===== src/rtl/seq_feed_ctrl.sv =====
// seq_feed_ctrl: latches a switch word on a synchronised button press, feeds it
// MSB-first to a serial detector at one bit per TICK_DIV clocks, counts the
// detector's hit pulses (saturating) and reports "any hit" on led.
module seq_feed_ctrl #(
  parameter int WIDTH    = 8,
  parameter int TICK_DIV = 4,
  parameter int CNT_W    = 4
) (
  input  logic             clk,
  input  logic             rst,        // asynchronous, active low
  input  logic             button,
  input  logic [WIDTH-1:0] switch,
  input  logic             det_hit,
  output logic             bit_out,
  output logic             bit_valid,
  output logic             busy,
  output logic             done,
  output logic [CNT_W-1:0] hit_cnt,
  output logic             led
);

  localparam int BIT_W = (WIDTH > 1) ? $clog2(WIDTH) : 1;
  localparam int DIV_W = (TICK_DIV > 1) ? $clog2(TICK_DIV) : 1;
  localparam logic [BIT_W-1:0] BIT_LAST = BIT_W'(WIDTH - 1);
  localparam logic [DIV_W-1:0] DIV_LAST = DIV_W'(TICK_DIV - 1);
  localparam logic [CNT_W-1:0] HIT_MAX  = '1;

  typedef enum logic [1:0] {
    S_IDLE  = 2'd0,
    S_SHIFT = 2'd1,
    S_DONE  = 2'd2
  } state_t;

  state_t           state_q, state_d;
  logic [2:0]       sync_q, sync_d;      // [0]=s1, [1]=s2, [2]=s3
  logic [WIDTH-1:0] shreg_q, shreg_d;
  logic [BIT_W-1:0] bitcnt_q, bitcnt_d;
  logic [DIV_W-1:0] divcnt_q, divcnt_d;
  logic             bit_out_q, bit_out_d;
  logic             bit_valid_q, bit_valid_d;
  logic             busy_q, busy_d;
  logic             done_q, done_d;
  logic [CNT_W-1:0] hit_cnt_q, hit_cnt_d;
  logic             led_q, led_d;

  logic rise;
  logic tick;

  assign rise = sync_q[1] & ~sync_q[2];
  assign tick = (divcnt_q == DIV_LAST);

  // Next-state and next-output computation for the whole controller.
  always_comb begin
    state_d     = state_q;
    sync_d      = {sync_q[1:0], button};
    shreg_d     = shreg_q;
    bitcnt_d    = bitcnt_q;
    divcnt_d    = divcnt_q;
    bit_out_d   = bit_out_q;          // holds last sent bit between strobes
    bit_valid_d = 1'b0;
    busy_d      = busy_q;
    done_d      = 1'b0;
    hit_cnt_d   = hit_cnt_q;
    led_d       = led_q;

    // Hits are accepted through DONE so a detector with one cycle of latency
    // still gets its verdict on the last bit counted.
    if ((state_q != S_IDLE) && det_hit && (hit_cnt_q != HIT_MAX)) begin
      hit_cnt_d = hit_cnt_q + 1'b1;
    end

    case (state_q)
      S_IDLE: begin
        if (rise) begin
          state_d   = S_SHIFT;
          shreg_d   = switch;
          bitcnt_d  = '0;
          divcnt_d  = '0;
          hit_cnt_d = '0;
          led_d     = 1'b0;
          busy_d    = 1'b1;
        end
      end
      S_SHIFT: begin
        if (tick) begin
          divcnt_d    = '0;
          bit_out_d   = shreg_q[WIDTH-1];
          bit_valid_d = 1'b1;
          shreg_d     = shreg_q << 1;
          bitcnt_d    = bitcnt_q + 1'b1;
          if (bitcnt_q == BIT_LAST) begin
            state_d = S_DONE;
            busy_d  = 1'b0;
            done_d  = 1'b1;
          end
        end else begin
          divcnt_d = divcnt_q + 1'b1;
        end
      end
      S_DONE: begin
        led_d   = (hit_cnt_q != '0) | det_hit;
        state_d = S_IDLE;
      end
      default: begin
        state_d = S_IDLE;
        busy_d  = 1'b0;
      end
    endcase
  end

  // State and registered outputs; reset aborts any word in flight.
  always_ff @(posedge clk or negedge rst) begin
    if (!rst) begin
      state_q     <= S_IDLE;
      sync_q      <= '0;
      shreg_q     <= '0;
      bitcnt_q    <= '0;
      divcnt_q    <= '0;
      bit_out_q   <= 1'b0;
      bit_valid_q <= 1'b0;
      busy_q      <= 1'b0;
      done_q      <= 1'b0;
      hit_cnt_q   <= '0;
      led_q       <= 1'b0;
    end else begin
      state_q     <= state_d;
      sync_q      <= sync_d;
      shreg_q     <= shreg_d;
      bitcnt_q    <= bitcnt_d;
      divcnt_q    <= divcnt_d;
      bit_out_q   <= bit_out_d;
      bit_valid_q <= bit_valid_d;
      busy_q      <= busy_d;
      done_q      <= done_d;
      hit_cnt_q   <= hit_cnt_d;
      led_q       <= led_d;
    end
  end

  assign bit_out   = bit_out_q;
  assign bit_valid = bit_valid_q;
  assign busy      = busy_q;
  assign done      = done_q;
  assign hit_cnt   = hit_cnt_q;
  assign led       = led_q;

endmodule


===== config.mk =====
export PLATFORM = sky130hd
export DESIGN_NAME = seq_feed_ctrl
export DESIGN_NICKNAME = d
export VERILOG_FILES = /design/src/rtl/seq_feed_ctrl.sv
export SDC_FILE = /design/constraint.sdc
export NUM_CORES = 1
export LEC_CHECK = 0
export CORE_MARGIN = 10
export CORE_UTILIZATION = 50
export CTS_CLUSTER_DIAMETER = 120
export DETAILED_ROUTE_END_ITERATION = 6
export PLACE_DENSITY = 0.87
export SETUP_SLACK_MARGIN = 0.05
export SYNTH_ARGS = -nofsm -noshare
export SYNTH_HDL_FRONTEND = slang
export SYNTH_SLANG_ARGS = --single-unit

===== constraint.sdc =====
create_clock -name clk -period 2.4 [get_ports clk]
set_input_delay 0.48 -clock clk [delete_from_list [all_inputs] [get_ports clk]]
set_output_delay 0.48 -clock clk [all_outputs]
set_load 0.02 [all_outputs]

[Word-level counts from Yosys, hierarchy flattened]
Index checks and enable logic that the tools add are counted.
Operators by class
  add/subtract/negate cells: 3
  multipliers: 0
  divide/modulo/power cells: 0
  magnitude comparators: 0
  eq/ne operators: 8
  shift-type cells: 0
  multiplexer cells: 27
  bitwise logic cells: 4
  reductions and logical operators: 13
Operators with widths (count)
  two-way mux 8 bit: 2
  one-hot mux 8 bit (2 select lines): 1
  two-way mux 4 bit: 3
  two-way mux 2 bit: 5
  two-way mux 1 bit: 9
  one-hot mux 2 bit (2 select lines): 2
  two-way mux 3 bit: 2
  inequality test 2 bit (second input constant): 3
  one-hot mux 3 bit (2 select lines): 1
  AND reduction 2 bit: 3
  AND reduction 3 bit: 2
  nonzero test 2 bit: 3
  adder 4 x 1 -> 4 bit (second input constant): 1
  equality test 2 bit (second input constant): 2
  inequality test 4 bit (second input constant): 1
  AND reduction 4 bit: 1
  nonzero test 4 bit: 1
  adder 3 x 1 -> 3 bit (second input constant): 1
  equality test 3 bit (second input constant): 1
  one-hot mux 1 bit (3 select lines): 1
  adder 2 x 1 -> 2 bit (second input constant): 1
  equality test 2 x 1 -> 1 bit (second input constant): 1
  logical AND 1 bit: 2
  logical NOT 2 bit: 1
  other kinds (4): 5
Storage, ports and cells
  register bits after elaboration: 27
  latch bits: 0
  RAM bits: 0
  ROM bits: 0
  input bits: 12
  output and inout port bits: 9
  logic and storage cells: 66
  memories: 0

[Logic depth before layout (Yosys ltp)]
Gate-level depths: netlist of run 1.
  word-level depth: 6
  mapped depth: 5
  mapped depth without buffers: 5

[Worst setup path after synthesis of run 1]
No wires, ideal clock.
  path type: register to register
  start: register state_q[0]
  end: register shreg_q[1]
  arrival: 1.471 ns
  required time: 2.275 ns
  slack: 0.804 ns
  stages on the path, launching flop included: 5
  path buffers: 1
  cells stage by stage: dfrtp_1 > buf_6 > or3b_4 > a21oi_4 > mux2_2
Between the ends
  word-level cells in the longest chain between the ends: 3
  elaborated cells on any way between the ends: 7
  those cells by class: eq/ne: 3; mux: 1; reduce/logical: 3
RTL lines
  start, declared: RTL line 34  | state_t state_q, state_d;
  start signal, assigned: RTL line 126  | state_q <= state_d;
  equality test 2 x 1 -> 1 bit or logical NOT 2 bit (tied branches): RTL line 72  | case (state_q)
  inequality test 2 bit (no source line) or nonzero test 2 bit (tied branches)
  AND reduction 3 bit (no source line)
  end signal, assigned: RTL line 128  | shreg_q <= shreg_d;
  end, declared: RTL line 36  | logic [WIDTH-1:0] shreg_q, shreg_d;
Parallel ways exist; a longest one is shown, timed or not.
A chain may end at the register's enable or synchronous reset.

[Final worst setup path of run 1]
  start: register hit_cnt_q[2], in the netlist hit_cnt[2]
  end: output port hit_cnt[2]
RTL lines
  start, declared: RTL line 43  | logic [CNT_W-1:0] hit_cnt_q, hit_cnt_d;
  start signal, assigned: RTL line 135  | hit_cnt_q <= hit_cnt_d;
  end, declared: RTL line 18  | output logic [CNT_W-1:0] hit_cnt,
No word-level cell between the ends.

==> results of run 1 <==
==> flip-flops by register name (all words and copies together), names as in the netlist <==
register / flops
bit_out: 1
bit_valid: 1
bitcnt_q: 3
busy: 1
divcnt_q: 2
done: 1
hit_cnt: 4
led: 1
shreg_q: 8
state_q: 2
sync_q: 3
==> worst reg2reg max path, cell delays in order (launching register included) <==
cell and delay, ns:
dfrtp_1 0.49, or3b_4 0.44, a21oi_4 0.30, mux2_2 0.38
==> power breakdown <==
part           switching [mW]  total [mW]  internal (mW)  leakage, nW
registers               0.131       0.758          0.627        0.333
clock network           0.134       0.197         0.0626       0.0177
logic                   0.354       0.749          0.395        0.308
==> layer usage <==
| metal | share of wire | routed length [um] |
|---|---|---|
| met5 | 0 | 0 |
| met3 | 0.054 | 128 |
| met1 | 0.43 | 1010 |
| met2 | 0.51 | 1210 |
| met4 | 0.0042 | 10 |
==> worst max-delay path by stage <==
stage                       endpoint  slack, ns  cells past startpoint
after floorplan           shreg_q[1]       0.80                      4
after global placement    hit_cnt[3]       0.67                      4
after detailed placement  hit_cnt[3]       0.58                      4
after CTS                 hit_cnt[2]       0.47                      1
after global routing      hit_cnt[2]       0.41                      1
final                     hit_cnt[2]       0.47                      1
==> final cells by class <==
type	count	share of cell area
Sequential cell	27	0.453
Multi-Input combinational cell	68	0.351
Timing Repair Buffer	22	0.144
Tap cell	28	0.0235
Clock buffer	3	0.0151
Inverter	4	0.0101
Clock inverter	1	0.00336
==> metrics by stage <==
| step | instances | setup WS [ns] | hold WS, ns | instance area, sq um |
|---|---|---|---|---|
| final | 153 | 0.470 | 0.367 | 1490 |
| after global routing | 153 | 0.409 | 0.390 | 1490 |
| after CTS | 153 | 0.465 | 0.371 | 1490 |
| after detailed placement | 149 | 0.585 | 0.339 | 1460 |
| after global placement | 149 | 0.666 | 0.335 | 1460 |
| after floorplan | 102 | 0.804 | 0.184 | 1230 |
==> cells by family after synthesis <==
group,count (synthesis),synth area share
simple gates,29,0.131
flops,27,0.547
compound gates,18,0.0973
mux,16,0.145
buf+inv,7,0.0294
fa+ha+maj,5,0.0507
==> cell usage after synthesis <==
library cell	n
mux2i_1	1
ha_1	5
o2bb2ai_1	3
nand2_1	7
a21o_1	1
nand3b_1	1
and2_1	3
buf_6	1
mux2_2	14
mux2_1	1
nand2b_1	2
nor2_1	1
o21ai_0	6
or4b_2	1
and3_1	1
nor2b_1	1
buf_2	2
inv_1	4
nor3_1	3
nor4b_1	1
or3b_4	1
a21oi_4	1
a21oi_1	5
o21a_1	1
nand3_1	7
dfrtp_1	27
o31ai_1	1
==> flow_metrics.tcl, run 1 <==
set metrics [dict create \
    post_cts_buffers 0 \
    crit_family "buffers and inverters" \
    ctsHoldBuffers 0 \
    end_kind "output port" \
    critPathMaxStageDelay_ns 0.65 \
    fin_util 0.655 \
    syn_area_sq_um 1230 \
    skew_ns 0.00517 \
    die_w_um 69.7 \
    cp_cell_sequence "clkdlybuf4s50_1" \
    num_vias 833 \
    use_met3 0.0442 \
    layout_min_cycle_time_ns 1.93 \
    clock_sinks 27 \
    min_path_cells 0 \
    crit_start "hit_cnt[2]" \
    clock.fmax_mhz 518 \
    final_cell_mix "dfrtp_1 (27), clkdlybuf4s50_1 (20), mux2_2 (14), nand2_1 (7), nand3_1 (7)" \
    area_growth_pct 20.8 \
    via_per_inst 5.44 \
    synth-seq-area-share 0.547 \
    grt_max_degree 28 \
    yosysTopAreaCell "dfrtp_1" \
    numCtsBuffers 3 \
    timing.rr.start "state_q[0]" \
    grt_pass1_vias 838 \
    antenna_found_initial 0 \
    io_buffers 20 \
    synth.ff_latch_count 27 \
    met1_usage 0.110 \
    min_to "sync_q[1]" \
    r2r_end "shreg_q[2]" \
    hp-class "flip-flop to flip-flop" \
    relSlewSlack 0.646 \
    reg2reg_depth 3 \
    irDropWorstVdd_v 0.000953 \
    p_per_area_nw_per_um2 1140 \
    crit_type "flip-flop to output port" \
    grtUsageTotal 0.0960 \
    syn_nets 119 \
    wirelength_mm 2.37 \
    cts_tree "built" \
    multi_input_area_sq_um 523 \
    synthCells 102 \
    crit_fanout 7 \
    tns_ns 0 \
    syn_area_per_cell_sq_um 12.1 \
    final_max_slew_viol_count 0 \
    drtPass1Iterations 5 \
    start_util 0.543 \
    cp-start-kind "flip-flop" \
    grt-busiest-layer "met2" \
    finalPower_mw 1.70 \
    clockRootBuffer "clkbuf_4" \
    drive_above_1_share 0.184 \
    met2_usage 0.160 \
    die_h_um 69.7 \
    worst_pin_slew_ns 0.525 \
    cap_violations 0 \
    synth_warnings 0 \
    grt_pass1_wl_mm 3.90 \
    worstHoldStart "sync_q[0]" \
    rows 17 \
    insertion_delay_ns 0.33 \
    regArea_sq_um 676 \
    status "complete, no violations" \
    ys_types 27 \
    synth_top_area_frac 0.547 \
    rsz0062_at_grt "false" \
    clk_pin_slew_ns 0.14 \
    nets 143 \
    ff2ff_setup_slack_ns 0.69 \
    num-fill-cells 175 \
    synth_area_leaders "dfrtp_1 (55%), mux2_2 (13%), ha_1 (5.1%)" \
    final_common_cell "dfrtp_1" \
    diodes 0 \
    io_pins 21 \
    hold_viol_final 0 \
    ctsResizeCount 0 \
    overflow 0 \
    dieArea_sq_um 4860 \
    cp_slowest_cell "clkdlybuf4s50_1" \
    path_buf_inv 1 \
    design.core.area_sq_um 2280 \
    critPathRequiredTime_ns 1.92 \
    drtIter0Drc 72 \
    cp.arrival_ns 1.45 \
    place.gp.congestion 0.791 \
    fin_crit_sh 0.804 \
    drc 0 \
    ant_nets 0 \
    wire_per_inst_um 15.5 \
    power_leakage_nw 0.659 \
    htree_levels 1 \
    clk_path_buf_depth 2 \
    finalSetupViolCount 0 \
]
(Power assumes the default switching activity.)
==> run 2, diff against run 1 <==
Settings changed: CORE_UTILIZATION 50 to 46, PLACE_DENSITY 0.87 to 0.85.
Clock period 2.4 ns to 1.62 ns, I/O delays scaled along.
==> flow_metrics.tcl, run 2 (synthesis results as in run 1) <==
set metrics [dict create \
    overflow 0 \
    insertion_delay_ns 0.32 \
    crit_type "flip-flop to flip-flop" \
    p_seq_frac 0.435 \
    place.gp.congestion 0.825 \
    num_vias 865 \
    rows 18 \
    p_int_mw 1.62 \
    critPathMaxStageDelay_ns 0.43 \
    reg2reg_depth 3 \
    drtPass1Iterations 4 \
    final_common_cell "dfrtp_1" \
    nets 150 \
    skew_ns 0.0100 \
    drive_above_1_share 0.242 \
    p_sw_mw 0.921 \
    io_buffers 20 \
    grtUsageTotal 0.0965 \
    cp_slowest_cell "dfrtp_1" \
    status "complete, no violations" \
    io_pins 21 \
    p_per_area_nw_per_um2 1630 \
    crit_start "state_q[0]" \
    design.core.area_sq_um 2520 \
    clk_pin_slew_ns 0.14 \
    via_per_inst 5.34 \
    numCtsBuffers 3 \
    fin_util 0.618 \
    final_max_slew_viol_count 0 \
    cp.arrival_ns 1.75 \
    ctsHoldBuffers 0 \
    clk_path_buf_depth 2 \
    power_leakage_nw 0.716 \
    ff2ff_setup_slack_ns 0.09 \
    die_h_um 71.8 \
    htree_levels 1 \
    dieArea_sq_um 5160 \
    finalPower_mw 2.54 \
    largest_reg_flops 8 \
    worst_pin_slew_ns 0.395 \
    antenna_found_initial 0 \
    critPathRequiredTime_ns 1.84 \
    end_kind "flip-flop" \
    die_w_um 71.8 \
    cap_violations 0 \
    regMostFlops "shreg_q" \
    hold_viol_final 0 \
    dp_slack_ns -0.0142 \
    layout_min_cycle_time_ns 1.53 \
    clockRootBuffer "clkbuf_4" \
    wirelength_mm 2.42 \
    ant_nets 0 \
    diodes 0 \
    rsz0062_at_grt "true" \
    grt_max_degree 28 \
    cp-start-kind "flip-flop" \
    hpwl_mm 1.86 \
    swShare 0.363 \
    start_util 0.490 \
    worst_slack_ns 0.0938 \
    cp_cell_sequence "or3b_4, a21oi_4, mux2_2" \
    drtIter0Drc 31 \
    grt_pass1_wl_mm 4.20 \
    fin_crit_sh 0.942 \
    irDropWorstVdd_v 0.000861 \
    combPwrFrac 0.455 \
    finalSetupViolCount 0 \
    timing.rr.start "state_q[0]" \
    crit_fanout 5 \
    area_growth_pct 26.1 \
    relSlewSlack 0.734 \
    drc 0 \
    clock_sinks 27 \
    cts_tree "built" \
    hp-class "primary input to async pin" \
    grt_pass1_vias 918 \
    r2r_end "shreg_q[2]" \
    final_cell_mix "dfrtp_1 (26), mux2_2 (14), clkdlybuf4s50_1 (11), dlygate4sd2_1 (9)" \
    clockPowerShare 0.110 \
    wire_per_inst_um 14.9 \
    clock.fmax_mhz 655 \
    endpoint "shreg_q[2]" \
]
[run 2: worst max-delay path, delay by kind of cell (launching register included)]
kind               cells  cell delay (ns)
and+or+nand+nor        1             0.42
muxes                  1             0.36
DFF                    1             0.43
AOI/OAI and AO/OA      1             0.23
[run 2: worst min path at each step]
stage	slack, ns	start	endpoint	depth (start not counted)
final	0.35	rst	shreg_q[6]	2
after global routing	0.36	rst	shreg_q[6]	2
after CTS	0.35	rst	shreg_q[6]	2
after detailed placement	0.35	sync_q[0]	sync_q[1]	0
after global placement	0.33	sync_q[0]	sync_q[1]	0
after floorplan	0.03	rst	bit_out	0
[run 2: through the flow]
step | cell area (sq um) | setup TNS (ns) | hold WS, ns | std cells
6_report | 1560 | 0 | 0.347 | 162
3_3_place_gp | 1500 | 0 | 0.335 | 156
3_5_place_dp | 1500 | -0.0671 | 0.345 | 156
5_1_grt | 1560 | 0 | 0.358 | 162
2_1_floorplan | 1230 | 0 | 0.0284 | 102
4_1_cts | 1540 | 0 | 0.353 | 162
[run 2: power groups by stage]
| stage | Combinational (mW) | Clock [mW] | Sequential, mW |
|---|---|---|---|
| 2_1_floorplan | 0.664 | 0 | 1.19 |
| 3_3_place_gp | 1.10 | 0 | 1.11 |
| 3_5_place_dp | 1.17 | 0 | 1.12 |
| 4_1_cts | 1.15 | 0.288 | 1.10 |
| 5_1_grt | 1.29 | 0.318 | 1.14 |
| 6_report | 1.15 | 0.280 | 1.10 |
[run 2: metal layers]
metal | global-route usage | vias to the layer above | wire, um
li1 | - | 424 | -
met1 | 0.119 | 424 | 1050
met2 | 0.159 | 15 | 1230
met3 | 0.0289 | 2 | 118
met4 | 0.0258 | 0 | 17
met5 | 0 | - | 0
[run 2: timing repair]
action / in CTS / in global routing
cloned: 1 / 0
gates resized for setup: 11 / 3
setup endpoints to repair: 16 / 8
buffers inserted: 1 / 0
pin swaps: 1 / 2
[run 2: layout make-up]
type                    count  area [sq um]
fillers                   207           965
flip-flops and latches     27           677
multi-input cells          69           549
repair buffers             28           253
well taps                  30          37.5
clock buffers               4          26.3
inverters                   4          15.0
